$ cat src/rtl/mcu_pkg.sv
// mcu_pkg: shared register-file defaults, zero-register index and index type
package mcu_pkg;
  localparam int DATA_WIDTH = 8;
  localparam int ADDRESS_WIDTH = 3;
  localparam int ZERO_REG = 0;
  typedef logic [ADDRESS_WIDTH-1:0] reg_idx_t;
endpackage

$ cat src/rtl/write_enable_decoder.sv
// write_enable_decoder: one-hot write-enable decode with optional R0 protection
module write_enable_decoder
  import mcu_pkg::*;
#(
  parameter int ADDRESS_WIDTH = mcu_pkg::ADDRESS_WIDTH,
  parameter bit ZERO_REG_PROTECT = 1'b1,
  localparam int NUM_REGS = 2 ** ADDRESS_WIDTH
) (
  input  logic                     enable,
  input  logic [ADDRESS_WIDTH-1:0] address,
  output logic [NUM_REGS-1:0]      onehot
);
  localparam logic [ADDRESS_WIDTH-1:0] ZERO_IDX = ADDRESS_WIDTH'(ZERO_REG);
  logic w_blocked;
  always_comb begin
    w_blocked = ZERO_REG_PROTECT && address == ZERO_IDX;
    onehot = (enable && !w_blocked) ? NUM_REGS'(1) << address : '0;
  end
endmodule

$ cat src/rtl/reg_file.sv
// reg_file: 1W/2R register file with optional R0 protection and write-to-read bypass
module reg_file
  import mcu_pkg::*;
#(
  parameter int DATA_WIDTH = mcu_pkg::DATA_WIDTH,
  parameter int ADDRESS_WIDTH = mcu_pkg::ADDRESS_WIDTH,
  parameter bit ZERO_REG_PROTECT = 1'b1,
  parameter bit BYPASS = 1'b1,
  localparam int NUM_REGS = 2 ** ADDRESS_WIDTH
) (
  input  logic                     clk,
  input  logic                     rst,
  input  logic                     clr,
  input  logic                     we,
  input  logic [ADDRESS_WIDTH-1:0] waddr,
  input  logic [DATA_WIDTH-1:0]    wdata,
  input  logic [ADDRESS_WIDTH-1:0] raddr_a,
  input  logic [ADDRESS_WIDTH-1:0] raddr_b,
  output logic [DATA_WIDTH-1:0]    rdata_a,
  output logic [DATA_WIDTH-1:0]    rdata_b,
  output logic [NUM_REGS-1:0]      wen_onehot
);
  localparam logic [ADDRESS_WIDTH-1:0] ZERO_IDX = ADDRESS_WIDTH'(ZERO_REG);
  logic [DATA_WIDTH-1:0] r_regs [NUM_REGS];
  logic [NUM_REGS-1:0] w_wen;
  logic w_byp_a, w_byp_b;
  write_enable_decoder #(
    .ADDRESS_WIDTH(ADDRESS_WIDTH),
    .ZERO_REG_PROTECT(ZERO_REG_PROTECT)
  ) u_dec (
    .enable(we),
    .address(waddr),
    .onehot(w_wen)
  );
  assign wen_onehot = w_wen;
  // clr wins over a same-edge write; the decoded enable stays visible regardless
  always_ff @(posedge clk or posedge rst)
    if (rst) r_regs <= '{default: '0};
    else if (clr) r_regs <= '{default: '0};
    else for (int i = 0; i < NUM_REGS; i++) if (w_wen[i]) r_regs[i] <= wdata;
  always_comb begin
    w_byp_a = BYPASS && we && !clr && raddr_a == waddr;
    w_byp_b = BYPASS && we && !clr && raddr_b == waddr;
    rdata_a = (ZERO_REG_PROTECT && raddr_a == ZERO_IDX) ? '0 : w_byp_a ? wdata : r_regs[raddr_a];
    rdata_b = (ZERO_REG_PROTECT && raddr_b == ZERO_IDX) ? '0 : w_byp_b ? wdata : r_regs[raddr_b];
  end
endmodule

$ cat config.mk
export PLATFORM = sky130hd
export DESIGN_NAME = reg_file
export DESIGN_NICKNAME = d
export VERILOG_FILES = /design/src/rtl/mcu_pkg.sv /design/src/rtl/write_enable_decoder.sv /design/src/rtl/reg_file.sv
export SDC_FILE = /design/constraint.sdc
export NUM_CORES = 1
export LEC_CHECK = 0
export CAP_MARGIN = 20
export CORE_MARGIN = 2
export CORE_UTILIZATION = 61
export CTS_CLUSTER_DIAMETER = 30
export DETAILED_ROUTE_END_ITERATION = 8
export PLACE_DENSITY = 0.92
export SYNTH_ARGS = -nofsm -noshare
export SYNTH_HDL_FRONTEND = slang
export SYNTH_SLANG_ARGS = --single-unit
$ cat constraint.sdc
create_clock -name clk -period 6.4 [get_ports clk]
set_input_delay 1.28 -clock clk [delete_from_list [all_inputs] [get_ports clk]]
set_output_delay 1.28 -clock clk [all_outputs]
set_load 0.01 [all_outputs]
==> results of run 1 <==
cells by family (layout without fill, tap and decap cells):
group	after synthesis	in the layout
AO/OA/AOI/OAI	72	72
buffers and inverters	41	75
AND/OR/NAND/NOR	152	152
flip-flops	64	64
other	1	1
XOR/XNOR	6	6
multiplexers	48	48
through the flow:
step	setup WS (ns)	cell area [um2]	std cells	util, %	hold WS (ns)
2_1_floorplan	2.78	3940	384	-	0.474
3_5_place_dp	1.25	4260	479	67.5	0.512
4_1_cts	1.15	4460	495	70.7	0.538
6_report	1.15	4460	495	70.7	0.535
5_1_grt	1.01	4460	495	70.7	0.561
3_3_place_gp	1.32	4260	479	67.5	0.499
per-layer routing:
layer / vias up / share of wire, %
li1: 1408 / -
met1: 1625 / 39
met2: 205 / 48
met3: 30 / 10
met4: 0 / 2.7
met5: - / 0
worst max-delay path: cells and delay by family:
family                 cells  cell delay, ns
buffers and inverters      2            1.47
AO/OA/AOI/OAI              1            0.51
AND/OR/NAND/NOR            1            0.50
XOR/XNOR                   1            0.20
final timing paths:
check                           start          to  slack (ns)  cells after the start
max                        raddr_a[2]  rdata_a[1]        1.15                      5
min                        r_regs[59]  r_regs[59]        0.54                      1
max reg2reg                r_regs[49]  r_regs[49]        5.67                      2
min reg2reg                r_regs[59]  r_regs[59]        0.54                      1
max in group asynchronous         rst  r_regs[12]        4.40                      3
min in group asynchronous         rst   r_regs[9]        1.48                      3
synth_stat cells:
cell,instances
clkinv_1,3
nand3_2,3
buf_6,6
buf_8,1
nand4_1,1
mux4_1,14
dfrtp_1,64
nor3_2,2
clkbuf_1,7
mux2i_1,16
and2b_1,2
mux4_2,18
clkbuf_8,2
a21oi_1,56
nor2_1,16
buf_4,4
buf_2,11
conb_1,1
xnor2_1,6
clkinv_2,1
a211oi_1,16
nand4_2,2
nand2_1,115
or3_1,1
inv_1,1
nor2b_1,10
buf_12,2
inv_2,3
layout make-up:
| type | count | area [um2] |
|---|---|---|
| clock buffers | 13 | 159 |
| clock inverters | 3 | 40.0 |
| inverters | 8 | 31.3 |
| fillers | 480 | 1850 |
| well taps | 77 | 96.3 |
| multi-input cells | 279 | 2050 |
| repair buffers | 51 | 485 |
| flip-flops and latches | 64 | 1600 |
power by group through the flow:
stage,logic (mW),clock network [mW],registers (mW)
finish,0.121,0.355,0.417
global route,0.129,0.377,0.417
CTS,0.120,0.357,0.417
detailed placement,0.119,0,0.424
global placement,0.116,0,0.424
floorplan,0.0849,0,0.422
==> key figures, run 1 <==
Status
  • Status: completed

Synthesis
  • Ranking of synthesized cells by area: dfrtp_1 41%, nand2_1 11%, mux4_2 10%
  • Register area share after synthesis: 40.6%
  • Synth Area in Compound Gates: 10.2%
  • Syn avg cell area: 10.3 um2
  • Post-synthesis mux area share: 23.7%
  • Unique masters post-synth: 28
  • Syn Inst Count: 384
  • Warnings, synthesis: 0
  • Mapped Area: 0.00394 mm2
  • Adder-Cell Fraction of Synth Area: 0%
  • Area share of the largest cell type after synthesis: 40.6%
  • Area leader, netlist: dfrtp_1
  • #FFs+latches synth: 64
  • Synth Area in XOR/XNOR: 1.33%
  • Combinational family with the most area after synthesis: multiplexers
  • Synth Area in Simple Gates: 16.7%
  • Syn Nets: 405

Clocking
  • Clk_lat worst skew: 0.35 ns
  • Clock buffer count from CTS: 9
  • Post-CTS sizing: 0
  • Htree depth: 3
  • Clk sink count: 64
  • Clk pin slew, worst setup/hold paths: 0.07 ns
  • Number of setup buffers added after CTS: 0
  • CTS tree: yes
  • CTS max path bufs: 2
  • Root buffer cell: clkbuf_8
  • # hold bufs at CTS: 0

Timing
  • Relative max-transition margin: 38.0%
  • Worst Clk Skew: 0 ns
  • Final Slew Violations: 0
  • Fin. Hold Viols: 0
  • Final period utilization: 82.0%
  • Fmax: 0.191 GHz
  • Final setup vio count: 0
  • Worst-margin pin slew: 0.925 ns
  • Setup TNS: 0 ns
  • RSZ-0062 raised after global routing: false
  • Min Tclk post-route: 5.25 ns

Floorplanning
  • Initial cell density of the core: 62.4%
  • Core Footprint: 0.00631 mm2
  • Die area: 0.00712 mm2
  • Num rows: 29
  • Die H: 84.4 um
  • Die Span X: 84.4 um
  • IO Pins: 45

Critical path
  • Startpoint Class: input port
  • CP Max Fanout: 16
  • Cells along the critical path: clkdlybuf4s50_1 -> xnor2_1 -> nand4_2 -> a211oi_1 -> clkdlybuf4s50_1
  • Worst path max stage delay: 0.85 ns
  • Crit Path Category: in2out
  • CP Capture Type: primary output
  • CP dominant cell by count: clkdlybuf4s50_1
  • Slowest-stage cell, CP: clkdlybuf4s50_1
  • Worst endpoint required time: 5.12 ns
  • Data arrival, critical path: 3.97 ns

Job
  • Max Cap Violations: 0

Global routing
  • Initial antenna violation count: 0
  • Grt met2 use: 47.4%
  • Gr usage total: 31.6%
  • Global-route wire length before repair: 16800 um
  • Met1 usage: 43.8%
  • Global-route track usage on met3: 9.44%
  • Vias in the first global route: 3205
  • Busiest grt layer: met2
  • Largest net degree at the start of global routing: 65
  • Global route overflow: 0

Finish
  • Top reg by flops: r_regs
  • Fraction of layout instances using a drive strength above 1: 12.7%
  • Commonest non-fill, non-tap cells in the layout: 115 x nand2_1, 64 x dfrtp_1, 56 x a21oi_1
  • Max reg flops: 64
  • Area grow syn2layout: 13.2%
  • NumNets Final: 434
  • Most common cell after layout, fill and taps aside: nand2_1
  • Top flop regs: r_regs (64)
  • Diodes inserted: 0

Route
  • Routed WL: 10600 um
  • Drt wl/cell: 21.4 um
  • Avg Vias per Cell: 6.60
  • Remaining DRCs: 0
  • Vias: 3268
  • First-pass detailed-route iteration total: 4
  • 1st-iter DRT viols: 449
  • DRT antenna net count: 0

Pwr
  • Net Sw Frac: 25.9%
  • PnR Total Power: 0.892 mW
  • Leakage power: 1.89 nW
  • Power Density: 200 mW/mm2
  • Int Pwr: 0.662 mW
  • Clock power frac: 39.8%
  • Sw Pwr: 0.231 mW
  • Peak supply drop: 0.000161 V
  • Part of the power in registers: 46.7%
  • Gate power share: 13.5%

Placed design
  • Buffers on Ports: 43
  • Detailed placement HPWL: 6670 um
  • Gpl congestion: 0.882

Min path
  • Worst Hold Class: reg2reg
(Power assumes the default switching activity.)
==> run 2: changes to the inputs <==
- CORE_UTILIZATION: 61 -> 57
- PLACE_DENSITY: 0.92 -> 0.87
- clock period: 6.4 -> 5.3 ns (I/O delays scaled with it)
==> run 2 against run 1 <==
Effect of this change: routed wire length up 3.1%; core utilization down 4.1 points; global-route usage down 0.79 points; clock skew unchanged; sequential power up 21%; first-iteration DRC count down 23%; critical endpoint is now rdata_a[3]; highest routed layer unchanged.
==> key figures, run 2 (synthesized netlist as in run 1, its figures left out) <==
Status
  • Status: completed

Placed design
  • Buffers on Ports: 43 (unchanged)
  • Area after DPL: 0.00431 mm2 (+1.1%)
  • Gpl congestion: 0.884 (+0.15%)
  • Pre-CTS setup slack: 0.835 ns (-0.417 ns)
  • Detailed placement HPWL: 6970 um (+4.5%)

Critical path
  • Startpoint Class: input port
  • CP Max Fanout: 16 (unchanged)
  • R2R Setup Slk: 4.58 ns (-1.09 ns)
  • Origin of the worst setup path: waddr[2]
  • Crit Path Category: in2out
  • FF-to-FF path depth: 2 (unchanged)
  • Worst endpoint required time: 4.24 ns (-0.88 ns)
  • Reg2reg start: r_regs[9]
  • CP endpoint: rdata_a[3]
  • Data arrival, critical path: 3.49 ns (-0.48 ns)
  • Worst flop-to-flop path endpoint: r_regs[9]
  • CP Capture Type: primary output

Clocking
  • Clk sink count: 64 (unchanged)
  • Post-CTS sizing: 0 (unchanged)
  • CTS max path bufs: 2 (unchanged)
  • Number of setup buffers added after CTS: 0 (unchanged)
  • Clock buffer count from CTS: 9 (unchanged)
  • # hold bufs at CTS: 0 (unchanged)
  • CTS tree: yes
  • Clk_lat worst skew: 0.34 ns (about the same)
  • Root buffer cell: clkbuf_8
  • Clk pin slew, worst setup/hold paths: 0.06 ns (about the same)
  • Htree depth: 3 (unchanged)

Timing
  • Fmax: 0.220 GHz
  • Setup ws final: 0.752 ns (-0.400 ns)
  • Min Tclk post-route: 4.55 ns
  • Worst Clk Skew: 0 ns (unchanged)
  • Worst-margin pin slew: 0.902 ns (-0.0225 ns)
  • Final setup vio count: 0 (unchanged)
  • Hold Worst Slack: 0.533 ns (-0.00234 ns)
  • Fin. Hold Viols: 0 (unchanged)
  • Final period utilization: 85.8%
  • Relative max-transition margin: 39.5% (+1.5 points)
  • Setup TNS: 0 ns (unchanged)
  • Final Slew Violations: 0 (unchanged)
  • RSZ-0062 raised after global routing: false

Finish
  • Cell area after layout: 0.00450 mm2 (+0.81%)
  • Top flop regs: r_regs (64)
  • Max reg flops: 64 (unchanged)
  • Commonest non-fill, non-tap cells in the layout: 115 x nand2_1, 64 x dfrtp_1, 56 x a21oi_1
  • NumNets Final: 440 (+1.4%)
  • Area grow syn2layout: 14.1%
  • Top reg by flops: r_regs
  • Fraction of layout instances using a drive strength above 1: 13.9% (+1.3 points)
  • Most common cell after layout, fill and taps aside: nand2_1
  • Diodes inserted: 0 (unchanged)

Pwr
  • Part of the power in registers: 47.5% (+0.8 points)
  • Int Pwr: 0.784 mW (+19%)
  • Leakage power: 1.91 nW (+1.3%)
  • Clock power frac: 38.4% (-1.4 points)
  • Power Density: 236 mW/mm2 (+18%)
  • PnR Total Power: 1.06 mW (+19%)
  • Sw Pwr: 0.276 mW (+19%)
  • Gate power share: 14.0% (+0.5 points)
  • Net Sw Frac: 26.0% (+0.15 points)
  • Peak supply drop: 0.000167 V (+3.8%)

Floorplanning
  • Die Span X: 87.2 um (+3.3%)
  • Num rows: 30 (+3.4%)
  • Core Footprint: 0.00676 mm2 (+7.0%)
  • IO Pins: 45 (unchanged)
  • Initial cell density of the core: 58.3% (-4.1 points)
  • Die area: 0.00760 mm2 (+6.7%)
  • Die H: 87.2 um (+3.3%)

Route
  • DRT antenna net count: 0 (unchanged)
  • First-pass detailed-route iteration total: 6 (+2)
  • Vias: 3231 (-1.1%)
  • 1st-iter DRT viols: 344 (-23%)
  • Avg Vias per Cell: 6.42 (-2.7%)
  • Drt wl/cell: 21.7 um (+1.5%)
  • Remaining DRCs: 0 (unchanged)
  • Routed WL: 10900 um (+3.1%)

Min path
  • Hold Crit Start: r_regs[56]
  • Worst Hold Class: reg2reg

Global routing
  • Largest net degree at the start of global routing: 65 (unchanged)
  • Gr usage total: 30.8% (-0.79 points)
  • Global-route wire length before repair: 17200 um (+2.3%)
  • Initial antenna violation count: 0 (unchanged)
  • Global route overflow: 0 (unchanged)
  • Vias in the first global route: 3200 (-0.16%)

Job
  • Max Cap Violations: 0 (unchanged)
==> run 2: changes by cell type in the layout (fill, tap and decap cells not counted) <==
cell and change:
buf_4 +6, clkbuf_1 -1, clkbuf_8 -1, clkinv_2 +1
==> run 2: final cells by class <==
type                            count  area (um2)
Fill cell                         519        2260
Multi-Input combinational cell    279        2050
Sequential cell                    64        1600
Timing Repair Buffer               57         531
Clock buffer                       11         141
Tap cell                           80         100
Clock inverter                      4        45.0
Inverter                            8        31.3
==> run 2: layer usage <==
metal / wire length (um) / track usage [%]
met1: 4320 / 42.8
met2: 5310 / 49.6
met3: 1030 / 5.12
met4: 272 / 10.9
met5: 0 / 0
==> run 2: how the worst min path moves through the flow <==
| stage | to | slack, ns | cells after the start |
|---|---|---|---|
| 2_1_floorplan | r_regs[59] | 0.47 | 1 |
| 3_3_place_gp | r_regs[56] | 0.50 | 1 |
| 3_5_place_dp | r_regs[56] | 0.51 | 1 |
| 4_1_cts | r_regs[59] | 0.53 | 1 |
| 5_1_grt | r_regs[56] | 0.56 | 1 |
| 6_report | r_regs[56] | 0.53 | 1 |
==> run 2: stage by stage <==
| stage | util, % | instances |
|---|---|---|
| after global placement | 63.8 | 488 |
| after global routing | 66.6 | 503 |
| after detailed placement | 63.8 | 488 |
| final | 66.6 | 503 |
| after floorplan | - | 384 |
| after CTS | 66.6 | 503 |
==> run 2: critical path: stages <==
cell and delay (ns):
clkdlybuf4s50_1 0.56, xnor2_1 0.28, nand4_2 0.49, a211oi_1 0.49, clkdlybuf4s50_1 0.61
==> run 2: power groups by stage <==
stage	clock, mW	sequential [mW]	combinational [mW]
floorplan	0	0.510	0.103
global placement	0	0.512	0.143
detailed placement	0	0.513	0.147
CTS	0.411	0.503	0.148
global route	0.438	0.504	0.159
finish	0.407	0.504	0.149
